===== src/rtl/dual_issue_pkg.sv =====
// Shared types for the dual-issue issue/hazard sequencer.
//   state_e   : RUN (normal issue), SPLIT (second half of a split pair), FLUSH (branch bubbles)
//   REG_W_DEF : default register-address width
//   R0        : hard-wired zero register, never a hazard source
package dual_issue_pkg;
    localparam int REG_W_DEF = 3;
    localparam logic [REG_W_DEF-1:0] R0 = '0;

    typedef enum logic [1:0] {
        ST_RUN   = 2'd0,
        ST_SPLIT = 2'd1,
        ST_FLUSH = 2'd2
    } state_e;
endpackage


===== src/rtl/dual_issue_ctrl_if.sv =====
// Decode-stage bus between IF/ID, ID/EX and the issue sequencer.
//   master : the pipeline side (drives register fields, hazard inputs; sees controls)
//   slave  : the sequencer (reads fields; drives PC/IF_ID enables, bubbles, counters)
interface dual_issue_ctrl_if #(
    parameter int REG_W = 3,
    parameter int CNT_W = 16
);
    logic [REG_W-1:0] IF_ID_rm_1, IF_ID_rn_1, IF_ID_rd_1;
    logic             IF_ID_RegWrite1;
    logic [REG_W-1:0] IF_ID_rm_2, IF_ID_rn_2, IF_ID_rd_2;
    logic             IF_ID_RegWrite2;
    logic             ID_EX_MemRead1;
    logic [REG_W-1:0] ID_EX_rd_1;
    logic             branch_taken;
    logic             PCWrite, IF_ID_Write, IF_Flush;
    logic             ID_EX_Flush1, ID_EX_Flush2, split_slot;
    logic [CNT_W-1:0] stall_cnt, flush_cnt;

    modport master (
        output IF_ID_rm_1, IF_ID_rn_1, IF_ID_rd_1, IF_ID_RegWrite1,
        output IF_ID_rm_2, IF_ID_rn_2, IF_ID_rd_2, IF_ID_RegWrite2,
        output ID_EX_MemRead1, ID_EX_rd_1, branch_taken,
        input  PCWrite, IF_ID_Write, IF_Flush, ID_EX_Flush1, ID_EX_Flush2, split_slot,
        input  stall_cnt, flush_cnt
    );
    modport slave (
        input  IF_ID_rm_1, IF_ID_rn_1, IF_ID_rd_1, IF_ID_RegWrite1,
        input  IF_ID_rm_2, IF_ID_rn_2, IF_ID_rd_2, IF_ID_RegWrite2,
        input  ID_EX_MemRead1, ID_EX_rd_1, branch_taken,
        output PCWrite, IF_ID_Write, IF_Flush, ID_EX_Flush1, ID_EX_Flush2, split_slot,
        output stall_cnt, flush_cnt
    );
endinterface


===== src/rtl/issue_hazard_detect.sv =====
// Combinational hazard comparators for the fetched pair.
//   i_ex_*          : load in EX pipe 1 (MemRead, destination)
//   i_rm*/i_rn*/... : register fields of the pair in IF/ID
//   o_lu1 / o_lu2   : load-use hazard against pipe 1 / pipe 2 sources
//   o_dep           : pipe 2 depends on pipe 1 (RAW or WAW), pair must split
// Pipe 2's rd is also read (store data), so it is included in both lu2 and dep.
module issue_hazard_detect
    import dual_issue_pkg::*;
#(
    parameter int REG_W = REG_W_DEF
) (
    input  logic             i_ex_memread,
    input  logic [REG_W-1:0] i_ex_rd,
    input  logic [REG_W-1:0] i_rm1,
    input  logic [REG_W-1:0] i_rn1,
    input  logic [REG_W-1:0] i_rd1,
    input  logic             i_regwrite1,
    input  logic [REG_W-1:0] i_rm2,
    input  logic [REG_W-1:0] i_rn2,
    input  logic [REG_W-1:0] i_rd2,
    output logic             o_lu1,
    output logic             o_lu2,
    output logic             o_dep
);
    logic w_ex_live, w_rd1_live;

    assign w_ex_live  = i_ex_memread && (i_ex_rd != REG_W'(R0));
    assign w_rd1_live = i_regwrite1 && (i_rd1 != REG_W'(R0));

    assign o_lu1 = w_ex_live && ((i_ex_rd == i_rm1) || (i_ex_rd == i_rn1));
    assign o_lu2 = w_ex_live && ((i_ex_rd == i_rm2) || (i_ex_rd == i_rn2) || (i_ex_rd == i_rd2));
    assign o_dep = w_rd1_live && ((i_rd1 == i_rm2) || (i_rd1 == i_rn2) || (i_rd1 == i_rd2));
endmodule


===== src/rtl/dual_issue_ctrl.sv =====
// Issue/hazard sequencer for the two-pipe core (between IF/ID and ID/EX).
// Decides per cycle: dual issue, split across two cycles, load-use stall, or
// branch flush. Outputs decode state and inputs in the same cycle.
//   clk, reset : clock, synchronous active-high reset
//   bus        : dual_issue_ctrl_if.slave (pair fields, EX load info, controls)
// Optional: define STALL_COUNT_EN to build saturating stall/flush counters;
// otherwise stall_cnt/flush_cnt are tied to zero.
// A taken branch squashes the pair in decode on the same cycle it is seen
// (bubbles both pipes, flushes IF/ID, lets the PC load the target).
module dual_issue_ctrl
    import dual_issue_pkg::*;
#(
    parameter int REG_W        = REG_W_DEF,
    parameter int FLUSH_CYCLES = 2,
    parameter int CNT_W        = 16
) (
    input  logic              clk,
    input  logic              reset,
    dual_issue_ctrl_if.slave  bus
);
    localparam int FC_W = $clog2(FLUSH_CYCLES + 1);

    state_e          r_state, w_next;
    logic [FC_W-1:0] r_fcnt, w_fcnt_nxt;
    logic            w_lu1, w_lu2, w_dep;
    logic            w_pcw, w_ifidw, w_iff, w_f1, w_f2, w_split;
    logic            w_stall_ev, w_flush_ev;

    issue_hazard_detect #(.REG_W(REG_W)) u_hz (
        .i_ex_memread (bus.ID_EX_MemRead1),
        .i_ex_rd      (bus.ID_EX_rd_1),
        .i_rm1        (bus.IF_ID_rm_1),
        .i_rn1        (bus.IF_ID_rn_1),
        .i_rd1        (bus.IF_ID_rd_1),
        .i_regwrite1  (bus.IF_ID_RegWrite1),
        .i_rm2        (bus.IF_ID_rm_2),
        .i_rn2        (bus.IF_ID_rn_2),
        .i_rd2        (bus.IF_ID_rd_2),
        .o_lu1        (w_lu1),
        .o_lu2        (w_lu2),
        .o_dep        (w_dep)
    );

    always_ff @(posedge clk) begin
        if (reset) begin
            r_state <= ST_RUN;
            r_fcnt  <= '0;
        end else begin
            r_state <= w_next;
            r_fcnt  <= w_fcnt_nxt;
        end
    end

    always_comb begin
        w_next     = r_state;
        w_fcnt_nxt = r_fcnt;
        w_pcw      = 1'b0;
        w_ifidw    = 1'b0;
        w_iff      = 1'b0;
        w_f1       = 1'b0;
        w_f2       = 1'b0;
        w_split    = 1'b0;
        w_stall_ev = 1'b0;
        w_flush_ev = 1'b0;
        case (r_state)
            ST_RUN: begin
                if (bus.branch_taken) begin
                    {w_pcw, w_ifidw, w_iff, w_f1, w_f2} = '1;
                    w_next     = ST_FLUSH;
                    w_fcnt_nxt = FC_W'(FLUSH_CYCLES);
                end else if (w_lu1 || w_lu2) begin
                    {w_f1, w_f2} = 2'b11;
                    w_stall_ev   = 1'b1;
                end else if (w_dep) begin
                    w_f2   = 1'b1;     // pipe 1 goes alone; pair stays in IF/ID
                    w_next = ST_SPLIT;
                end else begin
                    {w_pcw, w_ifidw} = 2'b11;
                end
            end
            ST_SPLIT: begin
                w_split = 1'b1;
                if (bus.branch_taken) begin
                    {w_pcw, w_ifidw, w_iff, w_f1, w_f2} = '1;
                    w_next     = ST_FLUSH;
                    w_fcnt_nxt = FC_W'(FLUSH_CYCLES);
                end else if (w_lu2) begin
                    {w_f1, w_f2} = 2'b11;
                    w_stall_ev   = 1'b1;
                end else begin
                    {w_pcw, w_ifidw, w_f1} = 3'b111;
                    w_next = ST_RUN;
                end
            end
            ST_FLUSH: begin
                {w_pcw, w_ifidw, w_iff, w_f1, w_f2} = '1;
                w_flush_ev = 1'b1;
                // <=1 also recovers from a stray zero count
                if (r_fcnt <= FC_W'(1)) begin
                    w_next     = ST_RUN;
                    w_fcnt_nxt = '0;
                end else begin
                    w_fcnt_nxt = r_fcnt - FC_W'(1);
                end
            end
            default: w_next = ST_RUN;
        endcase
        if (reset) begin
            {w_pcw, w_ifidw, w_iff, w_f1, w_f2, w_split} = 6'b001110;
            w_stall_ev = 1'b0;
            w_flush_ev = 1'b0;
        end
    end

    assign bus.PCWrite      = w_pcw;
    assign bus.IF_ID_Write  = w_ifidw;
    assign bus.IF_Flush     = w_iff;
    assign bus.ID_EX_Flush1 = w_f1;
    assign bus.ID_EX_Flush2 = w_f2;
    assign bus.split_slot   = w_split;

`ifdef STALL_COUNT_EN
    logic [CNT_W-1:0] r_stall_cnt, r_flush_cnt;

    always_ff @(posedge clk) begin
        if (reset) begin
            r_stall_cnt <= '0;
            r_flush_cnt <= '0;
        end else begin
            if (w_stall_ev && (r_stall_cnt != '1)) r_stall_cnt <= r_stall_cnt + 1'b1;
            if (w_flush_ev && (r_flush_cnt != '1)) r_flush_cnt <= r_flush_cnt + 1'b1;
        end
    end

    assign bus.stall_cnt = r_stall_cnt;
    assign bus.flush_cnt = r_flush_cnt;
`else
    logic w_unused_ev;
    assign w_unused_ev   = w_stall_ev | w_flush_ev;
    assign bus.stall_cnt = '0;
    assign bus.flush_cnt = '0;
`endif
endmodule

===== src/flat_wrapper.sv =====
// flat-port wrapper written by rule: the top's interface ports become plain ports
module dual_issue_ctrl_flat import dual_issue_pkg::*;
#(
    parameter int REG_W        = REG_W_DEF,
    parameter int FLUSH_CYCLES = 2,
    parameter int CNT_W        = 16
)
  (clk, reset, bus_IF_ID_rm_1, bus_IF_ID_rn_1, bus_IF_ID_rd_1, bus_IF_ID_RegWrite1, bus_IF_ID_rm_2, bus_IF_ID_rn_2, bus_IF_ID_rd_2, bus_IF_ID_RegWrite2, bus_ID_EX_MemRead1, bus_ID_EX_rd_1, bus_branch_taken, bus_PCWrite, bus_IF_ID_Write, bus_IF_Flush, bus_ID_EX_Flush1, bus_ID_EX_Flush2, bus_split_slot, bus_stall_cnt, bus_flush_cnt);
  dual_issue_ctrl_if #(.REG_W(REG_W), .CNT_W(CNT_W)) bus_i ();
  input  logic clk;
  input  logic reset;
  input wire logic [$bits(bus_i.IF_ID_rm_1)-1:0] bus_IF_ID_rm_1;
  input wire logic [$bits(bus_i.IF_ID_rn_1)-1:0] bus_IF_ID_rn_1;
  input wire logic [$bits(bus_i.IF_ID_rd_1)-1:0] bus_IF_ID_rd_1;
  input wire logic [$bits(bus_i.IF_ID_RegWrite1)-1:0] bus_IF_ID_RegWrite1;
  input wire logic [$bits(bus_i.IF_ID_rm_2)-1:0] bus_IF_ID_rm_2;
  input wire logic [$bits(bus_i.IF_ID_rn_2)-1:0] bus_IF_ID_rn_2;
  input wire logic [$bits(bus_i.IF_ID_rd_2)-1:0] bus_IF_ID_rd_2;
  input wire logic [$bits(bus_i.IF_ID_RegWrite2)-1:0] bus_IF_ID_RegWrite2;
  input wire logic [$bits(bus_i.ID_EX_MemRead1)-1:0] bus_ID_EX_MemRead1;
  input wire logic [$bits(bus_i.ID_EX_rd_1)-1:0] bus_ID_EX_rd_1;
  input wire logic [$bits(bus_i.branch_taken)-1:0] bus_branch_taken;
  output wire logic [$bits(bus_i.PCWrite)-1:0] bus_PCWrite;
  output wire logic [$bits(bus_i.IF_ID_Write)-1:0] bus_IF_ID_Write;
  output wire logic [$bits(bus_i.IF_Flush)-1:0] bus_IF_Flush;
  output wire logic [$bits(bus_i.ID_EX_Flush1)-1:0] bus_ID_EX_Flush1;
  output wire logic [$bits(bus_i.ID_EX_Flush2)-1:0] bus_ID_EX_Flush2;
  output wire logic [$bits(bus_i.split_slot)-1:0] bus_split_slot;
  output wire logic [$bits(bus_i.stall_cnt)-1:0] bus_stall_cnt;
  output wire logic [$bits(bus_i.flush_cnt)-1:0] bus_flush_cnt;
  assign bus_i.IF_ID_rm_1 = bus_IF_ID_rm_1;
  assign bus_i.IF_ID_rn_1 = bus_IF_ID_rn_1;
  assign bus_i.IF_ID_rd_1 = bus_IF_ID_rd_1;
  assign bus_i.IF_ID_RegWrite1 = bus_IF_ID_RegWrite1;
  assign bus_i.IF_ID_rm_2 = bus_IF_ID_rm_2;
  assign bus_i.IF_ID_rn_2 = bus_IF_ID_rn_2;
  assign bus_i.IF_ID_rd_2 = bus_IF_ID_rd_2;
  assign bus_i.IF_ID_RegWrite2 = bus_IF_ID_RegWrite2;
  assign bus_i.ID_EX_MemRead1 = bus_ID_EX_MemRead1;
  assign bus_i.ID_EX_rd_1 = bus_ID_EX_rd_1;
  assign bus_i.branch_taken = bus_branch_taken;
  assign bus_PCWrite = bus_i.PCWrite;
  assign bus_IF_ID_Write = bus_i.IF_ID_Write;
  assign bus_IF_Flush = bus_i.IF_Flush;
  assign bus_ID_EX_Flush1 = bus_i.ID_EX_Flush1;
  assign bus_ID_EX_Flush2 = bus_i.ID_EX_Flush2;
  assign bus_split_slot = bus_i.split_slot;
  assign bus_stall_cnt = bus_i.stall_cnt;
  assign bus_flush_cnt = bus_i.flush_cnt;
  dual_issue_ctrl #(.REG_W(REG_W), .FLUSH_CYCLES(FLUSH_CYCLES), .CNT_W(CNT_W)) u_core (.clk(clk), .reset(reset), .bus(bus_i));
endmodule

===== config.mk =====
export PLATFORM = sky130hd
export DESIGN_NAME = dual_issue_ctrl_flat
export DESIGN_NICKNAME = d
export VERILOG_FILES = /design/src/rtl/dual_issue_pkg.sv /design/src/rtl/dual_issue_ctrl_if.sv /design/src/rtl/issue_hazard_detect.sv /design/src/rtl/dual_issue_ctrl.sv /design/src/flat_wrapper.sv
export SDC_FILE = /design/constraint.sdc
export NUM_CORES = 1
export LEC_CHECK = 0
export CAP_MARGIN = 30
export CORE_ASPECT_RATIO = 1.4
export CORE_MARGIN = 2
export CORE_UTILIZATION = 38
export DETAILED_ROUTE_END_ITERATION = 6
export HOLD_SLACK_MARGIN = 0.03
export MAX_ROUTING_LAYER = met4
export PLACE_DENSITY = 0.84
export SETUP_SLACK_MARGIN = 0.15
export SLEW_MARGIN = 30
export SYNTH_ARGS = -nofsm -noshare
export SYNTH_HDL_FRONTEND = slang
export SYNTH_SLANG_ARGS = --single-unit

===== constraint.sdc =====
create_clock -name clk -period 2.59 [get_ports clk]
set_input_delay 0.3885 -clock clk [delete_from_list [all_inputs] [get_ports clk]]
set_output_delay 0.3885 -clock clk [all_outputs]
set_load 0.01 [all_outputs]

### After elaboration in Yosys (flattened, before gate mapping)

Cells that the tools add are included.

* latch bits: 0
* ROM bits: 0
* output and inout port bits: 38
* word-level logic and storage cells: 71
* memories kept: 0
* register bits: 4
* bits in writable memories: 0

* reductions and logical operators: 19
* add/sub/neg operators: 1
* bitwise logic cells: 0
* mux-type cells: 33
* shift operators: 0
* div/mod/pow operators: 0
* eq/ne operators: 15
* $mul: 0
* magnitude comparators: 1

Operators by type and width (count)
* 3-bit == test: 8
* 1-bit two-way mux: 19
* 2-bit two-way mux: 8
* 3-bit != test (second input constant): 3
* 1-bit logical OR: 6
* 1-bit case mux with 3 select lines: 2
* 2-bit case mux with 3 select lines: 1
* 3-bit nonzero test: 2
* 1-bit logical AND: 5
* 2-bit by 1-bit != test with 1-bit output (second input constant): 2
* 1-bit case mux with 2 select lines: 2
* 2-bit case mux with 2 select lines: 1
* 4-bit AND reduction: 1
* 2-bit OR reduction: 2
* 2-bit by 1-bit == test with 1-bit output (second input constant): 1
* 2-bit == test (second input constant): 1
* 2-bit by 1-bit less-or-equal comparator with 1-bit output (second input constant): 1
* 2-bit logical NOT: 1
* 2-bit AND reduction: 1
* 2-bit nonzero test: 1
* 2-bit by 1-bit subtractor with 2-bit output (second input constant): 1

### Logic depth before layout (Yosys ltp)

Gate-level depths: netlist of run 1.

* depth after elaboration: 9
* mapped depth: 7
* mapped depth without buffers: 7

### By module

A second synthesis of run 1 with hierarchy kept.

* cells, all modules: 118
* area, all modules: 923.4 um2

Modules (own cells, without submodules)
* dual_issue_ctrl: seq. area each 80.1 um2, cells an instance 76, area an instance 599.3 um2, times used 1
* issue_hazard_detect: seq. area each 0.0 um2, cells an instance 42, area an instance 324.1 um2, times used 1

### Least setup slack after synthesis of run 1

Ideal clock, no wire load.

* kind: in2out
* from: input bus_ID_EX_rd_1[1]
* to: output bus_ID_EX_Flush1
* arrival: 1.604 ns
* stages: 6
* path slack: 0.598 ns
* required time: 2.202 ns
* cell sequence: buf_4 -> xor2_1 -> nor3_1 -> nor3_2 -> a21o_1 -> a221oi_1

* longest elaborated chain between the ends: 9
* elaborated cells on any way between the ends: 17
* classes of those cells: 5 x eq/ne; 4 x mux; 8 x reduce/logical

Ends and longest elaborated chain
* from (decl): line flat_wrapper.sv:21 `input wire logic [$bits(bus_i.ID_EX_rd_1)-1:0] bus_ID_EX_rd_1;`
* 3-bit == test: line issue_hazard_detect.sv:31 `assign o_lu2 = w_ex_live && ((i_ex_rd == i_rm2) || (i_ex_rd == i_rn2) || (i_ex_rd == i_rd2));`
* 1-bit logical OR (2 in a row): line issue_hazard_detect.sv:31
* 1-bit logical AND: line issue_hazard_detect.sv:31
* 1-bit logical OR (*): line dual_issue_ctrl.sv:71 `end else if (w_lu1 || w_lu2) begin`
* 1-bit two-way mux (*)
* 1-bit two-way mux (*): line dual_issue_ctrl.sv:67 `if (bus.branch_taken) begin`
* 1-bit case mux with 2 select lines (*): line dual_issue_ctrl.sv:65 `case (r_state)`
* 1-bit two-way mux (*): line dual_issue_ctrl.sv:108 `if (reset) begin`
* to (decl): line flat_wrapper.sv:26 `output wire logic [$bits(bus_i.ID_EX_Flush1)-1:0] bus_ID_EX_Flush1;`

Every way passes the cells marked *; elsewhere a longest branch is shown, timed or not.

### Worst setup path after layout of run 1

* from: input bus_branch_taken
* to: output bus_IF_Flush

* longest elaborated chain between the ends: 3

Ends and longest elaborated chain
* from (decl): line flat_wrapper.sv:22 `input wire logic [$bits(bus_i.branch_taken)-1:0] bus_branch_taken;`
* 1-bit two-way mux: line dual_issue_ctrl.sv:67, dual_issue_ctrl.sv:83
* 1-bit case mux with 2 select lines: line dual_issue_ctrl.sv:65
* 1-bit two-way mux: line dual_issue_ctrl.sv:108
* to (decl): line flat_wrapper.sv:25 `output wire logic [$bits(bus_i.IF_Flush)-1:0] bus_IF_Flush;`

Every way passes these cells.

==> flow_summary.json, run 1 <==
{
  "ys_ff_latch": 4,
  "cp.arrival_ns": 1.95,
  "drtIter0Drc": 25,
  "yosysTopAreaCell": "buf_4",
  "drc_errors": 0,
  "leakage_nw": 0.630,
  "dp_hpwl_mm": 1.65,
  "synth_top_area_share_pct": 28.3,
  "tns_ns": 0,
  "via_per_inst": 4.44,
  "cp_max_fo": 4,
  "placed_area_um2": 1220,
  "setup_violations": 0,
  "path_clk_slew_ns": 0.04,
  "power.density_nw_per_um2": 290,
  "fmax_ghz": 0.428,
  "worstSkewPairLatency_ns": 0.23,
  "critical_path_class": "input port to output pin",
  "cts_buffers": 3,
  "status": "finished clean",
  "fin_skew_ns": 0.00143,
  "ys_warn_count": 0,
  "cts_tree": "done",
  "dr.pass1.iters": 3,
  "clock_path_buffers": 2,
  "grt_usage_pct": 14.6,
  "layout_commonest_cell": "conb_1",
  "peakVddDrop_mv": 0.166,
  "antenna-diode-count": 0,
  "core_um2": 2390,
  "gp_congestion": 0.778,
  "ios": 65,
  "syn_inst": 124,
  "synth_area_leaders": "buf_4 (28%), xor2_1 (19%), dfxtp_1 (8.4%)",
  "wl_per_cell_um": 9.95,
  "grt_max_degree": 9,
  "cts.htree.levels": 1,
  "slew_violations": 0,
  "hold_depth": 2,
  "num-nets-final": 195,
  "areaGrowthSynthToFinish_pct": 32.5,
  "postRouteAntennaNets": 0,
  "grt_pass1_wl_mm": 3.19,
  "grt_pass1_vias": 766,
  "netlist_area_um2": 955,
  "die_h_um": 63.3,
  "rsz0062_at_grt": "false",
  "fin_crit_ns": 2.34,
  "yosysSeqAreaShare_pct": 8.39,
  "cts_sinks": 4,
  "min_period_over_period_pct": 90.2,
  "port_buffers": 31,
  "wl_mm": 1.95,
  "grt_overflow": 0,
  "place_inst": 192,
  "drv_cap": 0,
  "crit_path_end_kind": "output pin",
  "drive_gt1_share_pct": 18.5,
  "rr_worst_depth": 7,
  "synthDistinctLibCells": 34,
  "antenna_found_initial": 0,
  "initial_core_util_pct": 39.9,
  "synth.avg_cell_area_um2": 7.70,
  "stdcell_area_um2": 1260,
  "die_w_um": 46.4,
  "die-area_um2": 2930,
  "num_rows": 21,
  "cp-start-kind": "input port",
  "final_cell_mix": "conb_1 (32), xor2_1 (21), clkdlybuf4s50_1 (12), dlygate4sd2_1 (10), buf_4 (10)",
  "cp.required_ns": 2.20,
  "min_path_type": "flop to flop",
  "hold_viol_final": 0,
  "cts_root_buf": "clkbuf_4",
  "vias": 870,
  "fin_cells": 196
}
[path summary, 6_finish.rpt]
kind	from	to	slack, ns
max	bus_branch_taken	bus_IF_Flush	0.25
min	u_core.r_fcnt[1]$_SDFFE_PP0P_	u_core.r_fcnt[1]$_SDFFE_PP0P_	0.47
max reg2reg	u_core.r_state[0]$_SDFFE_PP0P_	u_core.r_state[1]$_SDFFE_PP0P_	0.64
min reg2reg	u_core.r_fcnt[1]$_SDFFE_PP0P_	u_core.r_fcnt[1]$_SDFFE_PP0P_	0.47
[timing repair]
item	4_1_cts	5_1_grt
hold buffers	0	0
endpoints found under the setup margin	4	4
pin swaps	6	6
buffers inserted	1	0
resized for setup	27	9
[worst max-delay path, stage by stage]
cell             delay [ns]
clkdlybuf4s50_1        0.49
inv_1                  0.08
mux2i_1                0.20
inv_1                  0.08
buf_4                  0.14
nand2_1                0.05
clkdlybuf4s50_1        0.53
[report_power, final]
part	leakage, nW	internal [mW]	switching [mW]	total [mW]
Combinational	0.583	0.105	0.117	0.222
Sequential	0.0328	0.0667	0.00249	0.0692
Clock	0.0138	0.0518	0.0247	0.0765
Total	0.630	0.223	0.144	0.367
[stage by stage]
step / hold slack (ns) / power, mW / setup slack (ns) / util [%]
floorplan: 0.445 / 0.234 / 0.598 / -
global placement: 0.452 / 0.289 / -0.412 / 50.9
detailed placement: 0.467 / 0.294 / -0.419 / 50.9
CTS: 0.474 / 0.374 / 0.0983 / 52.7
global route: 0.512 / 0.399 / 0.182 / 52.9
finish: 0.468 / 0.367 / 0.254 / 52.9
[cells in the mapped netlist (all sizes together)]
library cell,n
o21ai,2
inv,5
nor4,1
or4b,1
nand2b,1
nor2,2
nand2,4
xor2,21
a21o,1
dfxtp,4
a221oi,1
mux2,1
ha,4
o22a,1
or2,1
nor3,12
buf,36
o21bai,1
a21oi,7
or3,2
nand3,1
a31oi,2
xnor2,3
o311ai,2
clkbuf,1
o41ai,2
and2,1
nor2b,1
nand4,1
conb,1
mux2i,1
[metal layers]
metal	wire length [um]	global-route usage, %
met5	0	-
met1	658	15.1
met2	1160	26.6
met4	0	3.21
met3	133	3.44
[cells by family after synthesis]
group	share of synthesized area, %
buf+inv	30.7
simple gates	16.4
xor+xnor	22.0
compound gates	14.7
fa+ha+maj	5.24
flops	8.39
mux	2.23
other cells	0.393
[flip-flops by register name (all words and copies together), names as in the netlist]
name and cells:
u_core.r_state 2, u_core.r_fcnt 2
[final cells by class]
| type | instances | area (um2) |
|---|---|---|
| Fill cell | 239 | 1130 |
| Multi-Input combinational cell | 109 | 736 |
| Timing Repair Buffer | 41 | 365 |
| Sequential cell | 4 | 80.1 |
| Tap cell | 34 | 42.5 |
| Clock buffer | 3 | 22.5 |
| Inverter | 5 | 18.8 |
No activity file was read; power rests on OpenSTA's default activity.
==> inputs of run 2 (changes only) <==
- CORE_ASPECT_RATIO: 1.4 -> unset
==> run 2 against run 1 <==
  * Cell count is 1.5% lower
  * Utilization about the same
  * Clock power decreased by 3.5%
  * Critical path depth up 1
  * Sequential share of layout area down 0.10 points
==> flow_summary.json, run 2 (synthesized netlist as in run 1, its figures left out) <==
{
  "status": "finished clean",
  "min_period_over_period_pct": 89.9,
  "areaGrowthSynthToFinish_pct": 34.7,
  "drtIter0Drc": 5,
  "ff_latch_area_um2": 80.1,
  "holdBufCountCts": 0,
  "die_h_um": 54.1,
  "layout_commonest_cell": "conb_1",
  "rsz0062_at_grt": "false",
  "port_buffers": 31,
  "dp_hpwl_mm": 1.68,
  "cts_buffers": 3,
  "fin_cells": 193,
  "cp.arrival_ns": 1.94,
  "ios": 65,
  "cp.required_ns": 2.20,
  "total_power_uw": 372,
  "postRouteAntennaNets": 0,
  "antenna-diode-count": 0,
  "grt_overflow": 0,
  "fin_skew_ns": 0.000365,
  "cp-start-kind": "input port",
  "grt_max_degree": 9,
  "slew_violations": 0,
  "postLayoutCoreUtil_pct": 52.9,
  "cp_max_fo": 3,
  "dr.pass1.iters": 4,
  "multi_input_area_um2": 746,
  "num-nets-final": 196,
  "core_um2": 2430,
  "leakage_nw": 0.650,
  "via_per_inst": 4.52,
  "die_w_um": 54.1,
  "grt_usage_pct": 14.5,
  "peakVddDrop_mv": 0.118,
  "wl_mm": 2.10,
  "drv_cap": 0,
  "setup_violations": 0,
  "hold_depth": 2,
  "num_rows": 18,
  "drive_gt1_share_pct": 19.0,
  "cts_sinks": 4,
  "gp_congestion": 0.841,
  "hold_viol_final": 0,
  "initial_core_util_pct": 39.2,
  "cts_tree": "done",
  "fin_crit_ns": 2.33,
  "top_regs": "u_core.r_fcnt (2), u_core.r_state (2)",
  "grt_pass1_wl_mm": 3.14,
  "min_path_type": "flop to flop",
  "rr_worst_depth": 7,
  "wl_per_cell_um": 10.9,
  "drc_errors": 0,
  "cts.htree.levels": 1,
  "fmax_ghz": 0.429,
  "antenna_found_initial": 0,
  "place_inst": 190,
  "power.density_nw_per_um2": 289,
  "worstSkewPairLatency_ns": 0.23,
  "path_clk_slew_ns": 0.03,
  "vias": 872,
  "die-area_um2": 2930,
  "hold_ws_ns": 0.479,
  "critical_path_class": "input port to output pin",
  "fillerInstances": 240,
  "final_cell_mix": "conb_1 (32), xor2_1 (21), clkdlybuf4s50_1 (13), buf_4 (11)",
  "crit_path_end_kind": "output pin",
  "cts_root_buf": "clkbuf_4",
  "clock_path_buffers": 2,
  "grt_pass1_vias": 763
}
==> run 2: final timing paths <==
path                                                startpoint                              to  slack [ns]
worst min register to register   u_core.r_fcnt[1]$_SDFFE_PP0P_   u_core.r_fcnt[1]$_SDFFE_PP0P_        0.48
worst min-delay path             u_core.r_fcnt[1]$_SDFFE_PP0P_   u_core.r_fcnt[1]$_SDFFE_PP0P_        0.48
worst max register to register  u_core.r_state[0]$_SDFFE_PP0P_  u_core.r_state[1]$_SDFFE_PP0P_        0.59
worst max-delay path                         bus_IF_ID_rm_2[1]                bus_ID_EX_Flush2        0.26
==> run 2: metal layers <==
| metal | GRT usage (%) | up-vias | share of wire [%] |
|---|---|---|---|
| met5 | - | - | 0 |
| met2 | 27.7 | 38 | 55 |
| met1 | 16.8 | 397 | 38 |
| met3 | 0 | 2 | 5.8 |
| li1 | - | 435 | - |
| met4 | 3.33 | 0 | 1.4 |
==> run 2: critical path, stage by stage <==
cell and delay [ns]:
clkdlybuf4s50_1 0.45, xor2_1 0.17, nor3_2 0.20, nor3_2 0.08
buf_4 0.15, o22a_1 0.19, o21bai_1 0.15, buf_2 0.15
==> run 2: layout make-up <==
| cell class | count | area share (%) |
|---|---|---|
| clock buffer | 3 | 1.75 |
| inverter | 5 | 1.46 |
| multi-input combinational | 109 | 58.0 |
| sequential | 4 | 6.23 |
| tap | 30 | 2.92 |
| timing repair buffer | 42 | 29.7 |
==> run 2: repair_timing <==
item | in CTS | in global routing
gates cloned | 0 | 0
setup buffers | 0 | 0
setup endpoints to repair | 4 | 4
pin swaps | 7 | 8
resized for setup | 30 | 10
==> run 2: per-stage QoR <==
| step | TNS, ns | instance area, um2 | setup WS [ns] |
|---|---|---|---|
| final | 0 | 1290 | 0.260 |
| after global routing | 0 | 1290 | 0.159 |
| after detailed placement | -1.66 | 1230 | -0.433 |
| after CTS | 0 | 1260 | 0.145 |
| after floorplan | 0 | 1070 | 0.598 |
| after global placement | -1.43 | 1230 | -0.393 |
==> run 2: power breakdown <==
group	switching [mW]	leakage, nW	internal [mW]	total (mW)
logic	0.121	0.603	0.108	0.229
clock network	0.0222	0.0138	0.0516	0.0738
registers	0.00281	0.0328	0.0668	0.0696
total	0.146	0.650	0.226	0.372
==> inputs of run 3 (changes only) <==
- CAP_MARGIN: 30 -> unset
- SETUP_SLACK_MARGIN: 0.15 -> 0.3
==> run 3 against run 2 <==
  * Clock-buffer cell count unchanged
  * Cell count up 0.52%
  * Global-route usage down 0.23 points
  * Combinational power about the same
  * Hold slack about the same
  * Power down 0.65%
  * Wire length down 1.7%
  * Clock skew about the same
  * Sequential share of layout area up 0.14 points
  * Cell area down 2.1%
==> flow_summary.json, run 3 (synthesized netlist as in run 1, its figures left out) <==
{
  "cp_cell_sequence": "clkdlybuf4s50_1 > nand2_1 > or2_2 > o22a_1 > o21bai_1 > buf_2",
  "cts_tree": "done",
  "die_h_um": 54.1,
  "swShare_pct": 39.7,
  "multi_input_area_um2": 746,
  "status": "finished clean",
  "fin_skew_ns": 0.000171,
  "crit_buf_inv": 2,
  "drv_cap": 0,
  "die_w_um": 54.1,
  "grt_pass1_vias": 754,
  "rr_worst_depth": 7,
  "critPathCapture": "bus_ID_EX_Flush2",
  "rsz0062_at_grt": "false",
  "cp.required_ns": 2.20,
  "postLayoutCoreUtil_pct": 51.7,
  "via_per_inst": 4.46,
  "r2r-end": "u_core.r_state[1]$_SDFFE_PP0P_",
  "fmax_ghz": 0.453,
  "port_buffers": 31,
  "cp.arrival_ns": 1.82,
  "cp_top_family": "buffers and inverters",
  "wl_per_cell_um": 10.6,
  "grt_overflow": 0,
  "cts_buffers": 3,
  "num-nets-final": 197,
  "cp-start-kind": "input port",
  "gp_congestion": 0.841,
  "slew_violations": 0,
  "areaGrowthSynthToFinish_pct": 31.8,
  "cp_slowest_cell": "clkdlybuf4s50_1",
  "critical_path_class": "input port to output pin",
  "min_period_over_period_pct": 85.2,
  "internal-power_uw": 223,
  "fillerInstances": 240,
  "postRouteAntennaNets": 0,
  "cts_sinks": 4,
  "die-area_um2": 2930,
  "top_regs": "u_core.r_fcnt (2), u_core.r_state (2)",
  "finalWorstSetupSlack_ns": 0.384,
  "antenna-diode-count": 0,
  "layout_commonest_cell": "conb_1",
  "path_clk_slew_ns": 0.03,
  "cts_root_buf": "clkbuf_4",
  "grt_usage_pct": 14.3,
  "core_um2": 2430,
  "startpoint": "bus_ID_EX_MemRead1",
  "wl_mm": 2.06,
  "power.share.sequential_pct": 18.8,
  "total_power_uw": 370,
  "drtIter0Drc": 5,
  "ff_latch_area_um2": 80.1,
  "setup_violations": 0,
  "peakVddDrop_mv": 0.115,
  "antenna_found_initial": 0,
  "power.density_nw_per_um2": 294,
  "dr.pass1.iters": 4,
  "r2r_start": "u_core.r_state[0]$_SDFFE_PP0P_",
  "grt_max_degree": 9,
  "cts.htree.levels": 1,
  "r2r_setup_slack_ns": 0.59,
  "hold_viol_final": 0,
  "place_inst": 190,
  "vias": 865,
  "initial_core_util_pct": 39.2,
  "critical_path.max_stage_delay_ns": 0.51,
  "crit_path_end_kind": "output pin",
  "drc_errors": 0,
  "cp_max_fo": 6,
  "clock_path_buffers": 2,
  "num_rows": 18,
  "crit_cells": 6,
  "drive_gt1_share_pct": 22.6,
  "switchingPower_uw": 147,
  "grt_pass1_wl_mm": 3.08,
  "final_cell_mix": "conb_1 (32), xor2_1 (21), buf_4 (12), dlygate4sd2_1 (9), clkdlybuf4s50_1 (8)",
  "fin_crit_ns": 2.21,
  "min_path_type": "flop to flop",
  "pre_cts_ws_ns": -0.433,
  "ios": 65,
  "fin_cells": 194,
  "leakage_nw": 0.626,
  "worstSkewPairLatency_ns": 0.23,
  "dp_hpwl_mm": 1.68,
  "power_frac_clock_pct": 20.0,
  "comb_power_share_pct": 61.2
}
[run 3: changes by cell type in the layout (fill, tap and decap cells not counted), sizes merged]
cell,delta
clkdlybuf4s50,-5
dlymetal6s2s,-3
clkbuf,+5
buf,+1
dlygate4sd2,+2
clkdlybuf4s15,+1
[run 3: area by class of cell]
class,instances,share of cell area [%]
repair buffers,43,28.1
well taps,30,2.98
multi-input cells,109,59.2
clock buffers,3,1.79
flip-flops and latches,4,6.36
inverters,5,1.49
[run 3: power by group through the flow]
stage | sequential [mW] | combinational [mW] | clock [mW]
after global placement | 0.0699 | 0.221 | 0
after floorplan | 0.0720 | 0.162 | 0
after global routing | 0.0697 | 0.251 | 0.0781
after detailed placement | 0.0703 | 0.225 | 0
after CTS | 0.0693 | 0.219 | 0.0775
final | 0.0696 | 0.226 | 0.0739
[run 3: through the flow]
| stage | hold slack, ns | area [um2] | TNS [ns] |
|---|---|---|---|
| 2_1_floorplan | 0.445 | 1070 | 0 |
| 3_3_place_gp | 0.459 | 1230 | -1.43 |
| 3_5_place_dp | 0.471 | 1230 | -1.66 |
| 4_1_cts | 0.474 | 1240 | 0 |
| 5_1_grt | 0.530 | 1260 | 0 |
| 6_report | 0.479 | 1260 | 0 |
[run 3: per-layer routing]
layer / global-route usage (%) / up-vias / routed length (um)
li1: - / 436 / -
met1: 16.3 / 393 / 797
met2: 27.5 / 36 / 1130
met3: 0 / 0 / 131
met4: 3.33 / 0 / 0
met5: - / - / 0
[run 3: timing repair]
action | 4_1_cts | 5_1_grt
pin swaps | 14 | 8
hold buffers | 0 | 0
cloned | 0 | 0
buffers inserted | 0 | 1
gates resized for setup | 39 | 17
setup endpoints to repair | 4 | 5
[run 3: worst register-to-register path, cell delays in order (launching register included)]
cell	delay, ns
dfxtp_1	0.45
inv_1	0.10
ha_1	0.21
and2_1	0.21
a21oi_1	0.19
or4b_4	0.50
a31oi_1	0.17
a21oi_1	0.05
[run 3: worst min path at each step]
stage	from	to	slack (ns)	cells after the start
3_5_place_dp	u_core.r_fcnt[1]$_SDFFE_PP0P_	u_core.r_fcnt[1]$_SDFFE_PP0P_	0.47	2
2_1_floorplan	u_core.r_fcnt[1]$_SDFFE_PP0P_	u_core.r_fcnt[1]$_SDFFE_PP0P_	0.44	2
5_1_grt	u_core.r_fcnt[1]$_SDFFE_PP0P_	u_core.r_fcnt[1]$_SDFFE_PP0P_	0.53	2
4_1_cts	u_core.r_fcnt[1]$_SDFFE_PP0P_	u_core.r_fcnt[1]$_SDFFE_PP0P_	0.47	2
3_3_place_gp	u_core.r_fcnt[1]$_SDFFE_PP0P_	u_core.r_fcnt[1]$_SDFFE_PP0P_	0.46	2
6_report	u_core.r_fcnt[1]$_SDFFE_PP0P_	u_core.r_fcnt[1]$_SDFFE_PP0P_	0.48	2
